$ cat config.mk
export PLATFORM = sky130hd
export DESIGN_NAME = time_display_scan
export DESIGN_NICKNAME = d
export VERILOG_FILES = /design/src/rtl/time_display_scan.sv
export SDC_FILE = /design/constraint.sdc
export NUM_CORES = 1
export LEC_CHECK = 0
export ABC_AREA = 1
export BUFFER_PORTS_ARGS = -buffer_cell sky130_fd_sc_hd__buf_2
export CAP_MARGIN = 20
export CORE_MARGIN = 2
export CORE_UTILIZATION = 59
export CTS_CLUSTER_DIAMETER = 200
export DETAILED_ROUTE_END_ITERATION = 7
export HOLD_SLACK_MARGIN = 0.03
export MAX_ROUTING_LAYER = met4
export PLACE_DENSITY = 0.8
export SKIP_CTS_REPAIR_TIMING = 1
export SLEW_MARGIN = 20
export SYNTH_ARGS = -nofsm -noshare
export SYNTH_HDL_FRONTEND = slang
export SYNTH_SLANG_ARGS = --single-unit
$ cat constraint.sdc
create_clock -name clk -period 3.82 [get_ports clk]
set_input_delay 0.764 -clock clk [delete_from_list [all_inputs] [get_ports clk]]
set_output_delay 0.764 -clock clk [all_outputs]
set_load 0.01 [all_outputs]
$ cat src/rtl/time_display_scan.sv
// time_display_scan
// Snapshots the binary sec/min/hour bus once per display frame and converts
// each field to two BCD digits. It then scans six active-low 7-segment digits
// (HH:MM:SS) with a blanking gap at the start of every digit slot.
// Optional build macro: DISP_12H_EN selects a 12-hour display with a PM dot
// on digit 5. When the macro is undefined the display is 24-hour.
module time_display_scan #(
  parameter int REFRESH_DIV = 50000,
  parameter int BLANK_CYC   = 16
) (
  input  logic       clk,
  input  logic       rst_n,
  input  logic [5:0] sec,
  input  logic [5:0] min,
  input  logic [4:0] hour,
  input  logic       disp_en,
  output logic [6:0] seg,
  output logic       dp,
  output logic [5:0] an,
  output logic       frame_tick,
  output logic       range_err
);

  localparam int            PW        = $clog2(REFRESH_DIV);
  localparam logic [PW-1:0] PCNT_LAST = PW'(REFRESH_DIV - 1);
  localparam logic [PW-1:0] BLANK_END = PW'(BLANK_CYC);

  // Active-low segment pattern {g,f,e,d,c,b,a} for one decimal digit
  function automatic logic [6:0] seg_code(input logic [3:0] d);
    logic [6:0] c;
    case (d)
      4'd0:    c = 7'b1000000;
      4'd1:    c = 7'b1111001;
      4'd2:    c = 7'b0100100;
      4'd3:    c = 7'b0110000;
      4'd4:    c = 7'b0011001;
      4'd5:    c = 7'b0010010;
      4'd6:    c = 7'b0000010;
      4'd7:    c = 7'b1111000;
      4'd8:    c = 7'b0000000;
      4'd9:    c = 7'b0010000;
      default: c = 7'b1111111;
    endcase
    return c;
  endfunction

  logic [PW-1:0] pcnt_r, pcnt_s;
  logic [2:0]    idx_r, idx_s;
  logic [5:0]    sec_r, min_r;
  logic [4:0]    hour_r;
  logic          snap_s, bad_s, range_v_s;
  logic [5:0]    sec_v_s, min_v_s;
  logic [4:0]    hour_v_s, hour_disp_s;
  logic [3:0]    digit_s;
  logic [6:0]    seg_s;
  logic          dp_s;
  logic [5:0]    an_s;

  // Slot counter / digit index advance; disable parks the scan at digit 0
  always_comb begin
    pcnt_s = pcnt_r;
    idx_s  = idx_r;
    if (!disp_en) begin
      pcnt_s = {PW{1'b0}};
      idx_s  = 3'd0;
    end else if (pcnt_r == PCNT_LAST) begin
      pcnt_s = {PW{1'b0}};
      idx_s  = (idx_r == 3'd5) ? 3'd0 : idx_r + 3'd1;
    end else begin
      pcnt_s = pcnt_r + {{(PW-1){1'b0}}, 1'b1};
    end
  end

  // Frame snapshot: during the snapshot cycle the live bus is used directly
  always_comb begin
    snap_s = disp_en & (pcnt_r == {PW{1'b0}}) & (idx_r == 3'd0);
    bad_s  = (sec > 6'd59) | (min > 6'd59) | (hour > 5'd23);
    if (snap_s) begin
      sec_v_s   = sec;
      min_v_s   = min;
      hour_v_s  = hour;
      range_v_s = bad_s;
    end else begin
      sec_v_s   = sec_r;
      min_v_s   = min_r;
      hour_v_s  = hour_r;
      range_v_s = range_err;
    end
  end

  // Hour value as shown on the display
  always_comb begin
`ifdef DISP_12H_EN
    if (hour_v_s == 5'd0) begin
      hour_disp_s = 5'd12;
    end else if (hour_v_s > 5'd12) begin
      hour_disp_s = hour_v_s - 5'd12;
    end else begin
      hour_disp_s = hour_v_s;
    end
`else
    hour_disp_s = hour_v_s;
`endif
  end

  // BCD digit for the slot being scanned
  always_comb begin
    case (idx_r)
      3'd0:    digit_s = 4'(sec_v_s % 6'd10);
      3'd1:    digit_s = 4'(sec_v_s / 6'd10);
      3'd2:    digit_s = 4'(min_v_s % 6'd10);
      3'd3:    digit_s = 4'(min_v_s / 6'd10);
      3'd4:    digit_s = 4'(hour_disp_s % 5'd10);
      3'd5:    digit_s = 4'(hour_disp_s / 5'd10);
      default: digit_s = 4'd0;
    endcase
  end

  // Next display pins: blank gap first, then exactly one anode low
  always_comb begin
    seg_s = 7'h7F;
    dp_s  = 1'b1;
    an_s  = 6'h3F;
    if (disp_en && (pcnt_r >= BLANK_END)) begin
      an_s  = ~(6'b000001 << idx_r);
      seg_s = range_v_s ? 7'b0111111 : seg_code(digit_s);
      dp_s  = ((idx_r == 3'd2) || (idx_r == 3'd4)) ? 1'b0 : 1'b1;
`ifdef DISP_12H_EN
      // Leading hour zero is suppressed; the slot stays lit only for the PM dot
      if ((idx_r == 3'd5) && !range_v_s && (hour_disp_s < 5'd10)) begin
        seg_s = 7'h7F;
        if (hour_v_s >= 5'd12) begin
          dp_s = 1'b0;
        end else begin
          an_s = 6'h3F;
        end
      end else begin
        if ((idx_r == 3'd5) && !range_v_s && (hour_v_s >= 5'd12)) begin
          dp_s = 1'b0;
        end else begin
          dp_s = dp_s;
        end
      end
`endif
    end else begin
      an_s = 6'h3F;
    end
  end

  // Scan state, snapshot registers and registered display outputs
  always_ff @(posedge clk or negedge rst_n) begin
    if (!rst_n) begin
      pcnt_r     <= {PW{1'b0}};
      idx_r      <= 3'd0;
      sec_r      <= 6'd0;
      min_r      <= 6'd0;
      hour_r     <= 5'd0;
      range_err  <= 1'b0;
      frame_tick <= 1'b0;
      seg        <= 7'h7F;
      dp         <= 1'b1;
      an         <= 6'h3F;
    end else begin
      pcnt_r     <= pcnt_s;
      idx_r      <= idx_s;
      sec_r      <= sec_v_s;
      min_r      <= min_v_s;
      hour_r     <= hour_v_s;
      range_err  <= range_v_s;
      frame_tick <= snap_s;
      seg        <= seg_s;
      dp         <= dp_s;
      an         <= an_s;
    end
  end

endmodule

==> impl_metrics.py <==
metrics = {
    "outcome": {
        "status": "complete, no violations",
    },
    "routing": {
        "wl_met2_um": 3280,
        "wl_um": 7310,
        "vias": 2984,
        "dr.pass1.iters": 6,
        "drc": 0,
        "wl_met1_um": 3440,
        "ant_nets": 0,
        "viasPerCell": 5.39,
        "routedWlPerCell_um": 13.2,
        "dr.max_layer_used": "met4",
        "met3WireLength_um": 486,
        "drtIter0Drc": 319,
    },
    "worst_setup_path": {
        "crit_type": "reg2reg",
        "required_ps": 4060,
        "cp_common_cell": "nand2_1",
        "critPathBufInv": 5,
        "r2r_cells": 26,
        "cp_max_fo": 7,
        "r2r_end": "seg[6]$_DFF_PN1_",
        "cpLargestDelayFamily": "simple AND/OR/NAND/NOR gates",
        "worst_setup_path_start_kind": "flip-flop",
        "critical_path.max_stage_delay_ps": 440,
        "cp.arrival_ps": 3840,
        "r2r_start": "idx_r[0]$_DFFE_PN0P_",
        "slowest_stage": "dfrtp_1",
        "end_kind": "flip-flop",
        "r2r_setup_slack_ps": 220,
    },
    "synth": {
        "ys_seq_area_share_pct": 41.0,
        "netlist_area_um2": 3210,
        "yosysWarnings": 0,
        "async_flop_share_pct": 100,
        "synth-main-ff-cell": "dfrtp_1",
        "synth.distinct_cells": 42,
        "syn_area_per_cell_um2": 7.55,
        "synthCells": 426,
        "ys_ff_latch": 52,
        "synth_edf_count": 0,
        "syn-num-nets": 456,
    },
    "global_route": {
        "antenna_found_initial": 0,
        "overflow": 0,
        "grt_pass1_wl_um": 11700,
        "gr-usage-all-layers_pct": 24.7,
        "grt_pass1_vias": 2573,
        "grt_max_degree": 48,
    },
    "final_layout": {
        "antenna_cells": 0,
        "fin_util_pct": 73.2,
        "final_cell_mix": "nand2_1, inv_1, nor2_1",
        "nNetsFinal": 513,
        "final_cells": 554,
        "syn_to_final_growth_pct": 17.8,
        "layout-drive-gt1-share_pct": 28.9,
        "final_common_cell": "nand2_1",
    },
    "timing": {
        "worstMarginPinSlew_ps": 895,
        "fin_skew_ps": 7.96,
        "hold_viol": 0,
        "finalMaxSlewViolations": 0,
        "min_period_over_period_pct": 94.3,
        "final.setup.tns_ps": 0,
        "min_period_ps": 3600,
        "timing.fmax_mhz": 278,
        "setup_viol": 0,
        "relSlewSlack_pct": 40.1,
    },
    "power_and_ir_drop": {
        "peakVddDrop_v": 0.000432,
        "leakage_uw": 0.00192,
        "powerDensity_nw_per_um2": 522,
    },
    "clocking": {
        "cts_root_buf": "clkbuf_8",
        "h-tree-depth": 2,
        "cts_made_buffers": 5,
        "cts_tree": "built",
        "clock_latency_ps": 310,
        "clk_path_buf_depth": 2,
        "numClockSinks": 52,
        "clk_pin_slew_ps": 100,
    },
    "die": {
        "num_io_pins": 36,
        "die-area_um2": 6050,
        "die_y_um": 77.8,
        "start_util_pct": 62.1,
        "die_w_um": 77.8,
        "core_um2": 5170,
        "rows": 26,
    },
    "placed_design": {
        "port_buffers": 35,
        "placed_cells": 534,
        "hpwl_um": 5130,
        "place_congestion": 1.02,
    },
    "flow_run": {
        "cap_violations": 0,
    },
    "worst_hold_path": {
        "hold_class": "in2async",
    },
}
==> worst register-to-register path, delay by kind of cell (launching register included) <==
kind	cells	cell delay (ps)
flops	1	440
buf+inv	5	280
simple gates	18	2120
compound gates	1	120
fa+ha+maj	2	550
==> flip-flops by register name, summed over array words and instances, names as in the netlist <==
signal,flops
pcnt_r,16
seg,7
an,6
min_r,6
sec_r,6
hour_r,5
idx_r,3
dp,1
frame_tick,1
range_err,1
==> power breakdown <==
part / leakage, uW / total (uW) / internal, uW / switching, uW
combinational: 0.00124 / 978 / 359 / 619
sequential: 0.000627 / 616 / 601 / 15.5
clock: 0.0000558 / 382 / 198 / 184
total: 0.00192 / 1980 / 1160 / 818
==> worst max path at each step <==
stage                             to                  from  slack, ps  cells past startpoint
finish              seg[6]$_DFF_PN1_  idx_r[0]$_DFFE_PN0P_        220                     26
global route        seg[3]$_DFF_PN1_  idx_r[2]$_DFFE_PN0P_        -70                     26
CTS                 seg[0]$_DFF_PN1_   pcnt_r[0]$_DFF_PN0_        120                     27
detailed placement  seg[0]$_DFF_PN1_               disp_en        -40                     26
global placement    seg[0]$_DFF_PN1_               disp_en         40                     24
floorplan           seg[0]$_DFF_PN1_               disp_en        440                     25
==> synth_stat cells, types with 2 or more instances <==
cell type / n / area [um^2]
nand2_1: 109 / 409
inv_1: 65 / 244
nor2_1: 40 / 150
dfrtp_1: 38 / 951
nand3_1: 29 / 145
a21oi_1: 15 / 75.1
nand2_2: 15 / 93.8
dfstp_2: 14 / 368
o21ai_0: 13 / 65.1
inv_2: 11 / 41.3
ha_1: 10 / 125
nand4_1: 10 / 62.6
nand3_2: 5 / 50.1
nor2_2: 5 / 31.3
nor2_4: 5 / 56.3
o21ai_1: 5 / 25.0
nor3_1: 4 / 20.0
or2_1: 3 / 18.8
a221oi_1: 2 / 17.5
and2_1: 2 / 12.5
buf_6: 2 / 22.5
nand2_4: 2 / 22.5
nand3_4: 2 / 35.0
o21ai_2: 2 / 17.5
==> stage by stage <==
stage / power [uW] / setup slack (ps) / cell area [um^2] / hold WS [ps]
2_1_floorplan: 1300 / 440 / 3210 / 445
3_3_place_gp: 1460 / 42.4 / 3500 / 463
3_5_place_dp: 1470 / -43.7 / 3500 / 468
4_1_cts: 1860 / 124 / 3610 / 488
5_1_grt: 2130 / -69.0 / 3780 / 496
6_report: 1980 / 217 / 3780 / 444
==> cell families after synthesis <==
logic type / count (synthesis) / synth area share (%)
and+or+nand+nor: 237 / 36.2
buffers and inverters: 80 / 9.89
DFF: 52 / 41.0
AOI/OAI and AO/OA: 47 / 8.95
adders and majority gates: 10 / 3.89
==> cell type report <==
class | count | area [um^2]
Clock buffer | 6 | 72.6
Clock inverter | 2 | 38.8
Fill cell | 402 | 1390
Inverter | 77 | 292
Multi-Input combinational cell | 295 | 1660
Sequential cell | 52 | 1320
Tap cell | 70 | 87.6
Timing Repair Buffer | 52 | 309
==> per-layer routing <==
layer | GRT usage (%) | vias to the layer above
met5 | - | -
met2 | 37.0 | 131
li1 | - | 1460
met3 | 3.84 | 15
met1 | 36.2 | 1378
met4 | 3.93 | 0
(Power assumes the default switching activity.)
